## config.mk

```make
export PLATFORM = sky130hd
export DESIGN_NAME = hand_bank
export DESIGN_NICKNAME = d
export VERILOG_FILES = /design/src/rtl/hand_bank.sv
export SDC_FILE = /design/constraint.sdc
export NUM_CORES = 1
export LEC_CHECK = 0
export ABC_AREA = 1
export BUFFER_PORTS_ARGS = -buffer_cell sky130_fd_sc_hd__buf_4
export CORE_UTILIZATION = 47
export DETAILED_ROUTE_END_ITERATION = 16
export PLACE_DENSITY_LB_ADDON = 0.25
export SETUP_SLACK_MARGIN = 0.5
export SYNTH_ARGS = -nofsm -noshare
export SYNTH_HDL_FRONTEND = slang
export SYNTH_SLANG_ARGS = --single-unit
```

## constraint.sdc

```tcl
create_clock -name clk -period 2.85 [get_ports clk]
set_clock_uncertainty 0.1 [all_clocks]
set_input_delay 0.1425 -clock clk [delete_from_list [all_inputs] [get_ports clk]]
set_output_delay 0.1425 -clock clk [all_outputs]
set_load 0.05 [all_outputs]
```

## src/rtl/hand_bank.sv

```systemverilog
// Card storage for NUM_HANDS hands with running score and count per hand.
// Define HAND_NATURAL_EN to add the registered natural[] output.
module hand_bank #(
  parameter int NUM_HANDS      = 2,
  parameter int CARDS_PER_HAND = 3,
  parameter int HIDX_W         =
    (NUM_HANDS > 1) ? $clog2(NUM_HANDS) : 1,
  parameter int CNT_W          =
    $clog2(CARDS_PER_HAND + 1)
) (
  input  logic                    clk,
  input  logic                    rst,
  input  logic                    deal_valid,
  input  logic [HIDX_W-1:0]       deal_hand,
  input  logic [3:0]              deal_card,
  output logic                    deal_ready,
  input  logic [NUM_HANDS-1:0]    clr_hand,
  output logic [NUM_HANDS*CARDS_PER_HAND*4-1:0]
                                  hand_cards,
  output logic [NUM_HANDS*CNT_W-1:0]
                                  hand_count,
  output logic [NUM_HANDS*4-1:0]  hand_score,
  output logic [NUM_HANDS-1:0]    hand_full
`ifdef HAND_NATURAL_EN
  ,
  output logic [NUM_HANDS-1:0]    natural
`endif
);

  logic [3:0] cards_q [NUM_HANDS][CARDS_PER_HAND];
  logic [3:0] cards_d [NUM_HANDS][CARDS_PER_HAND];
  logic [CNT_W-1:0] count_q [NUM_HANDS];
  logic [CNT_W-1:0] count_d [NUM_HANDS];
  logic [3:0] score_q [NUM_HANDS];
  logic [3:0] score_d [NUM_HANDS];

  logic [NUM_HANDS-1:0] sel;
  logic [NUM_HANDS-1:0] full;
  logic [3:0]           card_val;
  logic                 accept;
  logic [4:0]           sum;

`ifdef HAND_NATURAL_EN
  logic [NUM_HANDS-1:0] nat_q;
  logic [NUM_HANDS-1:0] nat_d;
  assign natural = nat_q;
`endif

  always_comb begin : decode
    sel  = '0;
    full = '0;
    for (int h = 0; h < NUM_HANDS; h++) begin
      sel[h]  = deal_hand == HIDX_W'(h);
      full[h] = count_q[h] == CNT_W'(CARDS_PER_HAND);
    end
    deal_ready = |(sel & ~full & ~clr_hand);
    accept     = deal_valid & deal_ready;
    // Face cards and out-of-range codes score nothing
    if (deal_card >= 4'd1 && deal_card <= 4'd9)
      card_val = deal_card;
    else
      card_val = 4'd0;
  end

  assign hand_full = full;

  always_comb begin : next_state
    cards_d = cards_q;
    count_d = count_q;
    score_d = score_q;
    sum     = '0;
`ifdef HAND_NATURAL_EN
    nat_d   = nat_q;
`endif
    for (int h = 0; h < NUM_HANDS; h++) begin
      sum = {1'b0, score_q[h]} + {1'b0, card_val};
      if (sum >= 5'd10)
        sum = sum - 5'd10;
      if (clr_hand[h]) begin
        for (int s = 0; s < CARDS_PER_HAND; s++)
          cards_d[h][s] = '0;
        count_d[h] = '0;
        score_d[h] = '0;
`ifdef HAND_NATURAL_EN
        nat_d[h]   = 1'b0;
`endif
      end else if (accept && sel[h]) begin
        for (int s = 0; s < CARDS_PER_HAND; s++)
          if (count_q[h] == CNT_W'(s))
            cards_d[h][s] = deal_card;
        count_d[h] = count_q[h] + CNT_W'(1);
        score_d[h] = sum[3:0];
`ifdef HAND_NATURAL_EN
        if (count_q[h] == CNT_W'(1) &&
            sum[3:0] >= 4'd8)
          nat_d[h] = 1'b1;
`endif
      end
    end
  end

  always_ff @(posedge clk) begin
    if (rst) begin
      for (int h = 0; h < NUM_HANDS; h++) begin
        for (int s = 0; s < CARDS_PER_HAND; s++)
          cards_q[h][s] <= '0;
        count_q[h] <= '0;
        score_q[h] <= '0;
      end
`ifdef HAND_NATURAL_EN
      nat_q <= '0;
`endif
    end else begin
      cards_q <= cards_d;
      count_q <= count_d;
      score_q <= score_d;
`ifdef HAND_NATURAL_EN
      nat_q   <= nat_d;
`endif
    end
  end

  // Unused slots stay zero, so they read blank
  always_comb begin : pack
    hand_cards = '0;
    hand_count = '0;
    hand_score = '0;
    for (int h = 0; h < NUM_HANDS; h++) begin
      hand_count[h*CNT_W +: CNT_W] = count_q[h];
      hand_score[h*4 +: 4]         = score_q[h];
      for (int s = 0; s < CARDS_PER_HAND; s++)
        hand_cards[(h*CARDS_PER_HAND+s)*4 +: 4] =
          cards_q[h][s];
    end
  end

endmodule

```

==> metrics.cfg <==
[outcome]
status=complete, no violations

[power_and_ir_drop]
p_per_area_nw_per_um2=449
vdd_drop_max_mv=0.335
power_leakage_nw=1.22

[routing]
drtPass1Iterations=4
drc=0
vias_per_cell=5.10
dr.first_iter.drc_count=68
wirelength_mm=4.81
vias=1919
post_drt_wl_per_cell_um=12.8
ant_nets=0

[worst_setup_path]
cp_max_fo=5
cp-end-kind=register
critPathKind=register to register
rr_worst_depth=14
critPathRequiredTime_ns=2.94
critPathLaunchType=register
arrival_ns=2.25

[clock_network]
clock_path_buffers=2
htreeDepth=2
cts.sinks=36
clkTransAtPathRegs_ns=0.07
hold_buffers=0
cts_tree=done
postCtsResizedCells=0
ctsRootBufferMaster=clkbuf_8
cts_setup_buffers=0
clk_latency_ns=0.28
cts_inserted_buffers=5

[yosys]
muxShareOfSynthArea_pct=0
synth_warnings=0
ys_async_sr_fraction_pct=0
yosys.area_share.simple_pct=30.5
synth_commonest_cells=56 x nand2_1, 36 x dfxtp_1, 34 x a21oi_1, 31 x inv_1, 31 x nand3_1
yosysSeqAreaShare_pct=34.7
syn-num-nets=303
synth_compound_area_share_pct=14.7
synthCells=275
synth_top_family_by_area=simple AND/OR/NAND/NOR gates
yosys.area.top_type=dfxtp_1
yosys_register_bits=36
synth.most_common_cell=nand2_1
synth_area_per_cell_um2=7.54
yosys.area_share.xor_xnor_pct=1.57
synthAdderAreaFrac_pct=10.9
synth_edf_count=0
synth_top_flop_cell=dfxtp_1
synthTopCellsByArea=dfxtp_1 35%, ha_1 11%, nand2_1 10%
synth_top_area_share_pct=34.7
synth.distinct_cells=29
synth_area_um2=2070

[placed_design]
pre_cts_ws_ns=0.473
dp_hpwl_mm=3.59
dpl_cell_area_um2=2470
portBuffers=48
gp_congestion=0.797

[cells_and_area]
regArea_um2=721
nets=353
area_growth_pct=25.2
drive_above_1_share_pct=25.2
n_antenna_cell=0
multi_input_area_um2=1200
n_fill_cell=388
stdcell_area_um2=2600

[die]
dieArea_um2=4680
initial_core_util_pct=50.4
fp.dieH_um=68.4
row_count=23
core_area_um2=4120
die_width_um=68.4
ioPinCount=49

[global_route]
grt_pass1_vias=1689
grt_first_pass_wirelength_mm=7.52
overflow=0
antenna_found_initial=0
grtUsageTotal_pct=21.7
grt_max_degree=24

[timing]
final.setup.worst_slack_ns=0.685
final-max-slew-violation-count=0
fin_crit_sh_pct=76.0
slew_headroom_pct=67.0
rsz0062_at_grt=no
hold_ws_ns=0.0826
worstMarginPinSlew_ns=0.495
hold_viol_final=0
setup_tns_ns=0
max_freq_mhz=462
report.final.setup_viol=0
period_needed_ns=2.17

[run]
drv_cap=0

[worst_hold_path]
hold_path_class=primary input to register
holdPathStages=4

worst max-delay path, stage by stage (launching register included):
cell	delay [ns]
dfxtp_1	0.42
nand3_2	0.16
nand2_1	0.10
inv_1	0.04
ha_1	0.18
inv_1	0.08
nand3_1	0.10
and2_1	0.18
ha_1	0.22
nand2_1	0.09
nand3_2	0.07
nand2_2	0.09
nor2_1	0.05
o21ai_1	0.12
inv_1	0.04
registers in the layout (all words and copies together) (netlist names):
| register | flops |
|---|---|
| hand_count | 4 |
| hand_score | 8 |
| hand_cards | 24 |
power breakdown:
part / leakage, nW / internal (mW) / switching (mW)
clock network: 0.0645 / 0.309 / 0.187
registers: 0.291 / 0.508 / 0.00566
logic: 0.862 / 0.0513 / 0.106
total: 1.22 / 0.868 / 0.298
layout by cell type (no fill, tap or decap):
master	n
a21oi_1	34
a21oi_2	1
a21oi_4	2
a31oi_1	1
and2_1	3
buf_4	50
bufinv_16	1
clkbuf_8	7
dfxtp_1	36
ha_1	18
inv_1	31
nand2_1	56
nand2_2	4
nand2_4	2
nand3_1	31
nand3_2	7
nand3b_2	2
nand4_1	2
nor2_1	19
nor2_2	2
o21a_1	1
o21ai_0	7
o21ai_1	2
o21ai_4	1
o21bai_1	1
o21bai_2	1
or3_1	2
xor2_2	2
layer usage:
layer | vias to the layer above | part of all wire, % | GRT usage (%)
li1 | 1001 | - | -
met1 | 868 | 49 | 29.0
met2 | 44 | 46 | 35.2
met3 | 6 | 4.2 | 4.50
met4 | 0 | 0.94 | 5.99
met5 | - | 0 | 0
area by class of cell:
type | instances | share of cell area, %
clock buffer | 7 | 3.71
clock inverter | 1 | 1.16
inverter | 31 | 4.48
multi-input combinational | 201 | 46.1
sequential | 36 | 27.7
tap | 50 | 2.41
timing repair buffer | 50 | 14.5
path summary, 6_finish.rpt:
path,start,end,slack (ns)
setup / recovery,hand_score[5],hand_score[5],0.68
hold reg to reg,hand_cards[12],hand_cards[12],0.37
setup reg to reg,hand_score[5],hand_score[5],0.68
hold / removal,clr_hand[0],hand_score[0],0.08
cell families (layout without fill, tap and decap cells):
group / after synthesis / after routing
AOI/OAI and AO/OA: 51 / 51
xor gates and xnor gates: 2 / 2
adders and majority gates: 18 / 18
DFF: 36 / 36
buffers and inverters: 38 / 89
and+or+nand+nor: 130 / 130
stage by stage:
stage          power, mW  std cells  util, %
2_1_floorplan      0.638        275        -
3_3_place_gp       0.680        368     60.0
3_5_place_dp       0.682        368     60.0
4_1_cts             1.17        376     63.1
5_1_grt             1.21        376     63.1
6_report            1.17        376     63.1
Power figures use the tool's default switching activity.
